[src/rtl/regfile_dbg_port.sv]
// Debug port giving a halted core's debugger read/write/dump access to the register file.
// Optional full-register dump is built when REGFILE_DBG_DUMP_EN is defined.
module regfile_dbg_port #(
    parameter int unsigned DATA_WIDTH     = 32,
    parameter int unsigned REG_ADDR_WIDTH = 5,
    parameter int unsigned NUM_REGISTERS  = 32
) (
    input  logic                      clk,
    input  logic                      rst,
    input  logic                      core_halted,
    input  logic                      cmd_valid,
    output logic                      cmd_ready,
    input  logic [1:0]                cmd_op,
    input  logic [REG_ADDR_WIDTH-1:0] cmd_addr,
    input  logic [DATA_WIDTH-1:0]     cmd_wdata,
    output logic                      rsp_valid,
    input  logic                      rsp_ready,
    output logic [REG_ADDR_WIDTH-1:0] rsp_addr,
    output logic [DATA_WIDTH-1:0]     rsp_data,
    output logic                      rsp_err,
    output logic                      rsp_last,
    output logic                      rf_read_enable,
    output logic [REG_ADDR_WIDTH-1:0] rf_rs1_addr,
    input  logic [DATA_WIDTH-1:0]     rf_rs1,
    output logic                      rf_write_enable,
    output logic [REG_ADDR_WIDTH-1:0] rf_write_addr,
    output logic [DATA_WIDTH-1:0]     rf_write_data
);

    typedef enum logic [2:0] {
        StIdle,
        StRead,
        StWrite,
        StDumpRd,
        StResp
    } state_t;

    localparam logic [1:0] OpRead  = 2'b00;
    localparam logic [1:0] OpWrite = 2'b01;
`ifdef REGFILE_DBG_DUMP_EN
    localparam logic [1:0] OpDump  = 2'b10;
    localparam logic [REG_ADDR_WIDTH-1:0] LastIdx = REG_ADDR_WIDTH'(NUM_REGISTERS - 1);
`endif

    // The index space must be able to name every register.
    if (NUM_REGISTERS > (1 << REG_ADDR_WIDTH)) begin : g_bad_cfg
        $error("NUM_REGISTERS exceeds REG_ADDR_WIDTH index space");
    end

    state_t                    r_state;
    logic [REG_ADDR_WIDTH-1:0] r_addr;
    logic [DATA_WIDTH-1:0]     r_wdata;
`ifdef REGFILE_DBG_DUMP_EN
    logic [REG_ADDR_WIDTH-1:0] r_idx;
`endif
    logic                      r_rsp_valid;
    logic [REG_ADDR_WIDTH-1:0] r_rsp_addr;
    logic [DATA_WIDTH-1:0]     r_rsp_data;
    logic                      r_rsp_err;
    logic                      r_rsp_last;

    logic w_accept;
    logic w_addr_zero;

    assign cmd_ready   = (r_state == StIdle) && core_halted;
    assign w_accept    = cmd_valid && cmd_ready;
    assign w_addr_zero = (r_addr == '0);

    assign rsp_valid = r_rsp_valid;
    assign rsp_addr  = r_rsp_addr;
    assign rsp_data  = r_rsp_data;
    assign rsp_err   = r_rsp_err;
    assign rsp_last  = r_rsp_last;

    // Register file strobes decode straight from the registered state.
    always_comb begin
        rf_read_enable  = 1'b0;
        rf_rs1_addr     = '0;
        rf_write_enable = 1'b0;
        rf_write_addr   = '0;
        rf_write_data   = '0;
        case (r_state)
            StRead: begin
                rf_read_enable = 1'b1;
                rf_rs1_addr    = r_addr;
            end
`ifdef REGFILE_DBG_DUMP_EN
            StDumpRd: begin
                rf_read_enable = 1'b1;
                rf_rs1_addr    = r_idx;
            end
`endif
            StWrite: begin
                if (!w_addr_zero) begin
                    rf_write_enable = 1'b1;
                    rf_write_addr   = r_addr;
                    rf_write_data   = r_wdata;
                end
            end
            default: ;
        endcase
    end

    always_ff @(posedge clk) begin
        if (rst) begin
            r_state     <= StIdle;
            r_addr      <= '0;
            r_wdata     <= '0;
`ifdef REGFILE_DBG_DUMP_EN
            r_idx       <= '0;
`endif
            r_rsp_valid <= 1'b0;
            r_rsp_addr  <= '0;
            r_rsp_data  <= '0;
            r_rsp_err   <= 1'b0;
            r_rsp_last  <= 1'b0;
        end else begin
            case (r_state)
                StIdle: begin
                    if (w_accept) begin
                        r_addr  <= cmd_addr;
                        r_wdata <= cmd_wdata;
                        case (cmd_op)
                            OpRead:  r_state <= StRead;
                            OpWrite: r_state <= StWrite;
`ifdef REGFILE_DBG_DUMP_EN
                            OpDump: begin
                                r_idx   <= '0;
                                r_state <= StDumpRd;
                            end
`endif
                            default: begin
                                r_rsp_valid <= 1'b1;
                                r_rsp_addr  <= cmd_addr;
                                r_rsp_data  <= '0;
                                r_rsp_err   <= 1'b1;
                                r_rsp_last  <= 1'b1;
                                r_state     <= StResp;
                            end
                        endcase
                    end
                end
                StRead: begin
                    r_rsp_valid <= 1'b1;
                    r_rsp_addr  <= r_addr;
                    r_rsp_data  <= rf_rs1;
                    r_rsp_err   <= 1'b0;
                    r_rsp_last  <= 1'b1;
                    r_state     <= StResp;
                end
                StWrite: begin
                    // x0 is hardwired: no strobe, report the write as rejected.
                    r_rsp_valid <= 1'b1;
                    r_rsp_addr  <= r_addr;
                    r_rsp_data  <= w_addr_zero ? '0 : r_wdata;
                    r_rsp_err   <= w_addr_zero;
                    r_rsp_last  <= 1'b1;
                    r_state     <= StResp;
                end
`ifdef REGFILE_DBG_DUMP_EN
                StDumpRd: begin
                    r_rsp_valid <= 1'b1;
                    r_rsp_addr  <= r_idx;
                    r_rsp_data  <= rf_rs1;
                    r_rsp_err   <= 1'b0;
                    r_rsp_last  <= (r_idx == LastIdx);
                    r_state     <= StResp;
                end
`endif
                StResp: begin
                    if (rsp_ready) begin
                        r_rsp_valid <= 1'b0;
                        r_rsp_addr  <= '0;
                        r_rsp_data  <= '0;
                        r_rsp_err   <= 1'b0;
                        r_rsp_last  <= 1'b0;
`ifdef REGFILE_DBG_DUMP_EN
                        if (r_rsp_last) begin
                            r_state <= StIdle;
                        end else begin
                            r_idx   <= r_idx + 1'b1;
                            r_state <= StDumpRd;
                        end
`else
                        r_state <= StIdle;
`endif
                    end
                end
                default: r_state <= StIdle;
            endcase
        end
    end

endmodule

[config.mk]
export PLATFORM = sky130hd
export DESIGN_NAME = regfile_dbg_port
export DESIGN_NICKNAME = d
export VERILOG_FILES = /design/src/rtl/regfile_dbg_port.sv
export SDC_FILE = /design/constraint.sdc
export NUM_CORES = 1
export LEC_CHECK = 0
export CORE_ASPECT_RATIO = 1.5
export CORE_MARGIN = 3
export CORE_UTILIZATION = 40
export DETAILED_ROUTE_END_ITERATION = 7
export PLACE_DENSITY_LB_ADDON = 0.12
export SLEW_MARGIN = 20
export SYNTH_ARGS = -nofsm -noshare
export SYNTH_HDL_FRONTEND = slang
export SYNTH_SLANG_ARGS = --single-unit
export TNS_END_PERCENT = 1
[constraint.sdc]
create_clock -name clk -period 2 [get_ports clk]
set_input_delay 0.4 -clock clk [delete_from_list [all_inputs] [get_ports clk]]
set_output_delay 0.4 -clock clk [all_outputs]
set_load 0.05 [all_outputs]
Word level (Yosys, flattened, before mapping)
Cells that the tools add are included.
{"block": "op_classes", "n_eq_ne": 7, "muxes": 25, "reduce_logical": 13}
{"cell": "$mux W32", "n": 5}
{"cell": "$pmux W32 S4", "n": 1}
{"cell": "$mux W5", "n": 6}
{"cell": "$pmux W5 S3", "n": 1}
{"cell": "$pmux W3 S3", "n": 1}
{"cell": "$reduce_and A4 Y1", "n": 2}
{"cell": "$mux W1", "n": 6}
{"cell": "$mux W3", "n": 2}
{"cell": "$ne A2 B2 Y1 const B", "n": 3}
{"cell": "$pmux W3 S2", "n": 1}
{"cell": "$logic_not A5 Y1", "n": 1}
{"cell": "$pmux W1 S4", "n": 1}
{"cell": "$reduce_and A2 Y1", "n": 2}
{"cell": "$reduce_bool A4 Y1", "n": 1}
{"cell": "$reduce_or A2 Y1", "n": 2}
{"cell": "$eq A3 B1 Y1 const B", "n": 1}
{"cell": "$eq A3 B2 Y1 const B", "n": 1}
{"cell": "$eq A3 B3 Y1 const B", "n": 1}
{"cell": "$logic_not A3 Y1", "n": 1}
{"cell": "$pmux W1 S3", "n": 1}
{"cell": "$reduce_bool A3 Y1", "n": 1}
{"cell": "$eq A2 B1 Y1 const B", "n": 1}
{"cell": "$logic_and A1 B1 Y1", "n": 2}
{"cell": "$logic_not A2 Y1", "n": 1}
{"block": "word_totals", "ff_bits": 79, "input_bits": 76, "out_inout_bits": 85, "word_cells": 52}

Longest topological paths before layout
Gate-level depths: netlist of the first run.
{"block": "logic_depth", "depth_word": 5, "depth_mapped": 6}

Least setup slack after synthesis of the first run
OpenSTA, ideal clock, no wires.
{"block": "synth_path", "kind": "reg2out", "start": "register r_state[0]", "end": "output rf_rs1_addr[0]", "arrival_ns": 1.708, "required_time_ns": 1.600, "setup_slack_ns": -0.108, "stages_incl_launch_ff": 6, "cell_sequence": "dfxtp_1 buf_2 nor3b_2 buf_2 buf_2 and2_1"}
{"block": "synth_via", "elab_chain_len": 2}
{"item": "from (decl)", "line": "50", "rtl": "state_t r_state;"}
{"item": "from (signal assigned)", "line": "106", "rtl": "r_state <= StIdle;"}
{"item": "from (signal assigned)", "line": "124", "rtl": "OpRead: r_state <= StRead;"}
{"item": "from (signal assigned)", "line": "125", "rtl": "OpWrite: r_state <= StWrite;"}
{"item": "$eq A3 B1 Y1", "line": "82", "rtl": "case (r_state)"}
{"item": "$mux W5", "line": "82"}
{"item": "to (decl)", "line": "23", "rtl": "output logic [REG_ADDR_WIDTH-1:0] rf_rs1_addr,"}
Every way passes these cells.

Worst setup path in the final report of the first run
{"block": "layout_path", "start": "register r_addr[0]", "end": "output rf_write_data[21]"}
{"block": "layout_via", "elab_chain_len": 3}
{"item": "from (decl)", "line": "51", "rtl": "logic [REG_ADDR_WIDTH-1:0] r_addr;"}
{"item": "from (signal assigned)", "line": "121", "rtl": "r_addr <= cmd_addr;"}
{"item": "$logic_not A5 Y1", "line": "67", "rtl": "assign w_addr_zero = (r_addr == '0);"}
{"item": "$mux W32", "line": "94", "rtl": "if (!w_addr_zero) begin"}
{"item": "$mux W32", "line": "82"}
{"item": "to (decl)", "line": "27", "rtl": "output logic [DATA_WIDTH-1:0] rf_write_data"}
Every way passes these cells.

==> qor.txt, run 1 <==
Drt pass-1 iters: 5
Layout cells sized above 1: 17.8%
Slew @ Worst Pin: 0.512 ns
Worst r2r src: r_state[0]$_SDFFE_PP0P_
Aggregate global-route resource usage: 25.9%
Power Internal: 2.95 mW
CP Launch Point: r_addr[0]$_SDFFE_PP0P_
Max-Cap Viols: 0
Clock power share: 33.3%
Ports: 161
Grt ovf: 0
Synth Area in Compound Gates: 35.0%
Placement Rows: 44
Clock Path Buffers: 2
Final worst-path cycle share: 118%
Port Buffers: 160
Vias per inst: 6.01
Worst-path clk slew: 0.06 ns
Dpl cell area: 6330 µm²
Crit path DAT: 1.96 ns
RSZ-0062 raised after global routing: true
WL final: 15,000 µm
Final Hold Fails: 0
Crit Path Category: flip-flop to output port
Simple-Gate Fraction of Synth Area: 15.2%
Critical-path cell list: or4_4, buf_12, o211ai_1, inv_1, buf_12
Netlist cell types: 36
CTS tree: yes
Synth Net Count: 591
Core ar.: 9910 µm²
Sw Share: 30.4%
Routed WL per cell: 19.3 µm
Max-slew violations: 0
Antenna violations before repair: 0
Post-DP HPWL: 10,500 µm
Comb power frac: 25.6%
Skew final: 0.00629 ns
Area share of the largest cell type after synthesis: 38.2%
Hold-fix buffers at CTS: 0
Post-Syn Instances: 515
Initial Utilization: 41.8%
Die Wd: 89.1 µm
Largest family of logic cells by synthesized area: compound AO/OA/AOI/OAI gates
Status: finished, violations left
Post-synthesis sequential element count: 79
Clock Latency Late Sink: 0.33 ns
R2R Setup Slk: 0.18 ns
Violated checks: negative setup slack
Synth Area per Inst: 8.05 µm²
Post-Syn Area: 4150 µm²
CP endpoint kind: output port
First-pass GRT wire length: 23,700 µm
Vias: 4,651
Die Area: 11,600 µm²
LEAKAGE: 2.56 nW
Switching pwr: 1.29 mW
Post-synthesis xor/xnor area fraction: 0.211%
CTS Sinks: 79
R2R Path End: rsp_data[6]$_SDFFE_PP0P_
Final WS setup: -0.361 ns
Tightest Hold Check Type: input pin to flip-flop
Mux cell area share after synthesis: 0%
Area leader, netlist: dfxtp_1
Crit-path slowest cell: or4_4
CTS Buf Count: 9
H-tree levels: 3
Routability Congestion: 0.937
Nature of the critical path startpoint: flip-flop
# diodes: 0
Worst Path Max Fanout: 26
Die H: 131 µm
Fin Hold WS: 0.405 ns
Final setup vio count: 34
Slew Limit Headroom: 65.0%
Largest net degree at the start of global routing: 51
Clock root cell: clkbuf_16
Reg2Reg Depth: 5
Vias in the first global route: 4,503
Crit path capture: rf_write_data[21]
Adder-cell area share of the yosys netlist: 0%
Worst Path Required: 1.60 ns
Design area: 6630 µm²
Peak VDD IR: 0.445 mV
Reg power frac: 41.0%
Remaining routing DRC violations: 0
Layout net count: 732
Final Critical Period: 2.36 ns
F_max: 0.423 GHz
CP dominant cell by count: buf_12
DR iter-0 viols: 283
Sequential area share after synthesis: 38.2%
Synthesis-to-layout area growth: 59.9%
Yosys warnings: 0
Post-route ant nets: 0
Top cells by area, synth: dfxtp_1 (38%), a2111oi_0 (8.0%), a311oi_1 (7.0%), o211ai_1 (5.8%), a21oi_1 (5.7%)
CP max stage delay: 0.56 ns
Power Density: 639 nW/µm²
-- registers in the layout, summed over array words and instances (netlist names) --
| name | cells |
|---|---|
| r_addr | 5 |
| r_state | 3 |
| r_wdata | 32 |
| rsp_addr | 5 |
| rsp_data | 32 |
| rsp_err | 1 |
| rsp_last | 1 |
-- through the flow --
stage	worst slack [ns]	utilization (%)	instances	TNS, ns	power (mW)
floorplan	-0.108	-	515	-0.431	2.39
global placement	-0.0677	63.9	759	-2.01	2.83
detailed placement	-0.116	63.9	759	-4.74	2.85
CTS	-0.365	66.7	773	-9.95	4.26
global route	-0.441	66.9	774	-12.23	4.41
finish	-0.361	66.9	774	-9.78	4.24
-- what timing repair did --
item	4_1_cts	5_1_grt
cloned	0	0
buffers inserted	0	1
gates resized for setup	13	4
pin swaps	1	4
setup endpoints to repair	45	45
-- layer usage --
layer	track usage (%)	vias up	share of wire [%]
met3	4.83	19	6.1
met4	8.59	0	2.0
met5	0	-	0
li1	-	2211	-
met2	44.9	196	54
met1	31.9	2225	38
-- layout by cell type (no fill, tap or decap), types with 3 or more instances in the layout --
master and instances:
clkdlybuf4s50_1 111, dfxtp_1 75, buf_12 48, a21oi_1 47, o21ai_0 41, a2111oi_0 38, nand3_1 37, inv_1 36
buf_4 36, nand2_1 34, a311oi_1 33, o211ai_1 32, nor3_1 9, clkbuf_16 9, nor2b_1 7, nor2_1 6
nand2b_1 6, and2_4 5, o21ai_1 5, a41o_1 5, and2_1 4, clkbuf_1 3, dfxtp_2 3
-- power by group through the flow --
stage | logic (mW) | clock network [mW] | registers (mW)
3_3_place_gp | 1.06 | 0 | 1.77
6_report | 1.09 | 1.41 | 1.74
3_5_place_dp | 1.08 | 0 | 1.77
5_1_grt | 1.16 | 1.50 | 1.75
2_1_floorplan | 0.391 | 0 | 2.00
4_1_cts | 1.09 | 1.44 | 1.74
-- layout make-up --
class	count	area, µm²
timing repair buffer	199	2380
fill	841	3280
clock inverter	2	10.0
inverter	37	144
tap	115	144
sequential	79	1590
clock buffer	12	236
multi-input combinational	330	2130
-- how the worst min path moves through the flow --
stage,start,endpoint,cells past startpoint
after floorplan,r_wdata[0]$_SDFFE_PP0P_,r_wdata[0]$_SDFFE_PP0P_,2
after global placement,r_wdata[20]$_SDFFE_PP0P_,r_wdata[20]$_SDFFE_PP0P_,2
after detailed placement,r_wdata[14]$_SDFFE_PP0P_,r_wdata[14]$_SDFFE_PP0P_,2
after CTS,rst,r_state[2]$_SDFFE_PP0P_,2
after global routing,rst,r_state[2]$_SDFFE_PP0P_,2
final,rst,r_state[2]$_SDFFE_PP0P_,2
-- synthesized netlist by cell type --
cell type  count
o211ai_1      32
a211o_1        2
o21bai_1       2
a2111oi_0     38
inv_1         36
o21ai_0       41
a41o_1         5
nor3b_2        1
o32ai_1        1
nor4b_2        1
buf_1          6
buf_4          7
a311oi_1      33
nor3_1         9
nor4bb_2       1
and2_1        10
clkbuf_1      34
nor2_1         7
o21ai_1        6
inv_2          1
nand2_1       34
a21oi_1       47
or4b_1         1
dfxtp_1       79
nor3b_4        1
or4_1          1
nor4_1         1
nand3_1       37
nand2b_1       6
nor3b_1        2
a211oi_1       1
a31o_1         2
xor2_1         1
buf_2         18
buf_6          4
nor2b_1        7
-- critical path, delay by kind of cell, from the launching register on --
family                 cells  cell delay [ns]
and+or+nand+nor            1             0.56
buffers and inverters      3             0.47
AOI/OAI and AO/OA          1             0.27
DFF                        1             0.32
-- cells by family after synthesis --
group           Yosys count
compound gates          210
simple gates            119
buf+inv                 106
flops                    79
xor+xnor                  1
Note: power is estimated with default switching activity, not from simulation.
==> inputs of run 2 (changes only) <==
--- a/config.mk
+++ b/config.mk
@@ -5,9 +5,10 @@
 export SDC_FILE = /design/constraint.sdc
 export NUM_CORES = 1
 export LEC_CHECK = 0
+export ABC_AREA = 1
 export CORE_ASPECT_RATIO = 1.5
 export CORE_MARGIN = 3
-export CORE_UTILIZATION = 40
+export CORE_UTILIZATION = 36
 export DETAILED_ROUTE_END_ITERATION = 7
 export PLACE_DENSITY_LB_ADDON = 0.12
 export SLEW_MARGIN = 20
==> run 2 against run 1 <==
  * The flow now finishes without violations
  * Non-clock buffer count shrank 21
  * Die area grew 4.0%
  * First-iteration DRC count shrank 34%
  * Via count shrank 11%
  * Area after synthesis shrank 6.2%
  * Setup slack gained 0.42 ns
  * Largest power group unchanged
==> qor.txt, run 2 <==
Critical path depth: 7 (+2)
Status: finished, final reports clean
Post-Syn Area: 3890 µm² (-6.2%)
Sw Share: 36.0% (+5.6 points)
EDFF count, synth: 0 (unchanged)
Ys async rst share: 0% (unchanged)
Clock Latency Late Sink: 0.34 ns (about the same)
Tightest Hold Check Type: flip-flop to flip-flop
Ports: 161 (unchanged)
Post-Syn Instances: 614 (+19%)
First-pass GRT wire length: 19,200 µm (-19%)
Vias per inst: 4.53 (-25%)
Largest family of logic cells by synthesized area: simple AND/OR/NAND/NOR gates
Final Total Pwr: 5.06 mW (+19%)
Sequential area share after synthesis: 40.7% (+2.5 points)
Worst path buffer plus inverter count: 4 (+1)
Placement Rows: 45 (+2.3%)
Port Buffers: 160 (unchanged)
Final worst-path cycle share: 97.3% (-21 points)
Initial Utilization: 37.5% (-4.3 points)
Crit-path slowest cell: dfxtp_1
LEAKAGE: 3.14 nW (+23%)
Remaining routing DRC violations: 0 (unchanged)
Area leader, netlist: dfxtp_1
Crit Path Category: flip-flop to output port
Layout net count: 842 (+15%)
Grt ovf: 0 (unchanged)
Synth Area per Inst: 6.33 µm² (-21%)
Peak VDD IR: 0.555 mV (+25%)
Worst Path Max Fanout: 17 (-35%)
Max-slew violations: 0 (unchanged)
Vias: 4,131 (-11%)
Slew Limit Headroom: 64.8% (-0.19 points)
Die Wd: 90.9 µm (+2.0%)
Most common cell after layout, fill and taps aside: nand2_1
Aggregate global-route resource usage: 19.5% (-6.4 points)
CP endpoint kind: output port
Reg2Reg Depth: 7 (+2)
Simple-Gate Fraction of Synth Area: 39.5% (+24 points)
CP top delay family: buffers and inverters
CTS Buf Count: 9 (unchanged)
Slew @ Worst Pin: 0.526 ns (+0.0144 ns)
Switching pwr: 1.82 mW (+41%)
# diodes: 0 (unchanged)
Nature of the critical path startpoint: flip-flop
Post-synthesis sequential element count: 79 (unchanged)
Core ar.: 10,400 µm² (+4.5%)
Yosys warnings: 0 (unchanged)
Final Critical Period: 1.95 ns (-0.416 ns)
Finished Layout Cells: 912 (+18%)
Top-count cell post-synth: nand2_1
Fin Hold WS: 0.462 ns (+0.0573 ns)
R2R Setup Slk: 0.47 ns (+0.29 ns)
Die H: 133 µm (+2.0%)
Most frequent cells in the layout: nand2_1 (185), clkdlybuf4s50_1 (115), nor2_1 (87), inv_1 (78), dfxtp_1 (78)
Synth Flop Type: dfxtp_1
Layout cells sized above 1: 14.4% (-3.4 points)
Largest net degree at the start of global routing: 49 (-3.9%)
Routability Congestion: 0.749 (-20%)
Top cells by area, synth: dfxtp_1 (41%), nand2_1 (18%), nand3_1 (8.8%), nor2_1 (8.4%), inv_1 (8.2%)
Synth Net Count: 690 (+17%)
CTS Sinks: 79 (unchanged)
Area share of the largest cell type after synthesis: 40.7% (+2.5 points)
CP max stage delay: 0.33 ns (-0.23 ns)
Worst Path Required: 1.60 ns (about the same)
Antenna violations before repair: 0 (unchanged)
Clock root cell: clkbuf_16
Post-DP HPWL: 8770 µm (-17%)
Adder-cell area share of the yosys netlist: 0% (unchanged)
Worst-path clk slew: 0.06 ns (about the same)
RSZ-0062 raised after global routing: true
Synthesis-to-layout area growth: 64.6%
Critical-path cell list: nor2_1, nand4_1, buf_4, clkbuf_16, nand3_1, inv_1, buf_12
Post-route ant nets: 0 (unchanged)
Mux cell area share after synthesis: 0% (unchanged)
H-tree levels: 3 (unchanged)
TNS Setup: 0 ns (+9.78 ns)
F_max: 0.514 GHz (+21%)
Clock Path Buffers: 2 (unchanged)
DR iter-0 viols: 188 (-34%)
Final Hold Fails: 0 (unchanged)
Vias in the first global route: 3,920 (-13%)
Comb power frac: 34.2% (+8.6 points)
Power Density: 790 nW/µm² (+24%)
Placed cells: 894 (+18%)
Netlist cell types: 22 (-39%)
Die Area: 12,100 µm² (+4.0%)
Final setup vio count: 0 (-100%)
Power Internal: 3.24 mW (+9.7%)
Clock power share: 29.4% (-3.9 points)
Drt pass-1 iters: 4 (-1)
Max-Cap Viols: 0 (unchanged)
Commonest cells in the synthesized netlist: nand2_1 (185), nor2_1 (87), inv_1 (85)
WL final: 11,900 µm (-20%)
Crit path DAT: 1.55 ns (-0.41 ns)
CTS tree: yes
Routed WL per cell: 13.1 µm (-32%)
Skew final: 0.00558 ns (-0.000706 ns)
Reg power frac: 36.4% (-4.6 points)
Synth Area in Compound Gates: 6.15% (-29 points)
Post-synthesis xor/xnor area fraction: 0% (-0.21 points)
Hold Path Cell Cnt: 2 (unchanged)
[run 2: path summary, 6_finish.rpt]
kind,from,end
min,r_wdata[11]$_SDFFE_PP0P_,r_wdata[11]$_SDFFE_PP0P_
min reg2reg,r_wdata[11]$_SDFFE_PP0P_,r_wdata[11]$_SDFFE_PP0P_
max reg2reg,r_state[1]$_SDFFE_PP0P_,r_addr[0]$_SDFFE_PP0P_
max,r_addr[4]$_SDFFE_PP0P_,rf_write_data[5]
[run 2: kinds of logic after synthesis]
logic type,after synthesis
AND/OR/NAND/NOR,363
buffers and inverters,125
flip-flops,79
AO/OA/AOI/OAI,47
[run 2: cell type report]
cell class / count / area, µm²
inverters: 88 / 332
fillers: 986 / 3960
flip-flops and latches: 79 / 1580
clock buffers: 10 / 229
clock inverters: 6 / 37.5
repair buffers: 178 / 2260
multi-input cells: 410 / 1780
well taps: 141 / 176
[run 2: per-stage QoR]
step                util (%)  worst slack [ns]  area, µm²
finish                  61.8            0.0545       6400
global placement        58.6             0.183       6080
global route            61.8           -0.0190       6400
floorplan                  -             0.307       3890
CTS                     61.3            0.0112       6350
detailed placement      58.6             0.106       6080
[run 2: timing repair]
item / in CTS / in global routing
resized for setup: 3 / 11
hold buffers: 0 / 0
setup buffers: 0 / 1
endpoints found under the setup margin: 33 / 32
pin swaps: 0 / 1
cloned: 0 / 1
[run 2: per-layer routing]
layer,up-vias,wire length (µm),share of wire [%],track usage (%)
li1,2155,-,-,-
met3,14,645,5.4,3.50
met1,1842,4960,42,23.4
met2,120,6100,51,34.3
met5,-,0,0,0
met4,0,209,1.8,7.63
[run 2: tightest hold or removal path: stages, from the launching register on]
cell,delay [ns]
dfxtp_1,0.31
nand2_1,0.06
a21oi_1,0.05
[run 2: power by group through the flow]
stage                     Clock (mW)  Sequential, mW  Combinational, mW
after global placement             0            1.86               1.65
after CTS                       1.52            1.84               1.70
after floorplan                    0            2.28              0.696
after global routing            1.59            1.86               1.88
after detailed placement           0            1.87               1.68
final                           1.49            1.84               1.73
==> inputs of run 3 (changes only) <==
--- a/config.mk
+++ b/config.mk
@@ -6,9 +6,11 @@
 export NUM_CORES = 1
 export LEC_CHECK = 0
 export ABC_AREA = 1
+export CAP_MARGIN = 20
 export CORE_ASPECT_RATIO = 1.5
 export CORE_MARGIN = 3
 export CORE_UTILIZATION = 36
+export CTS_CLUSTER_DIAMETER = 50
 export DETAILED_ROUTE_END_ITERATION = 7
 export PLACE_DENSITY_LB_ADDON = 0.12
 export SLEW_MARGIN = 20
==> results of run 3 <==
Same layout as run 2: the final DEF is identical, and so are final timing and power.
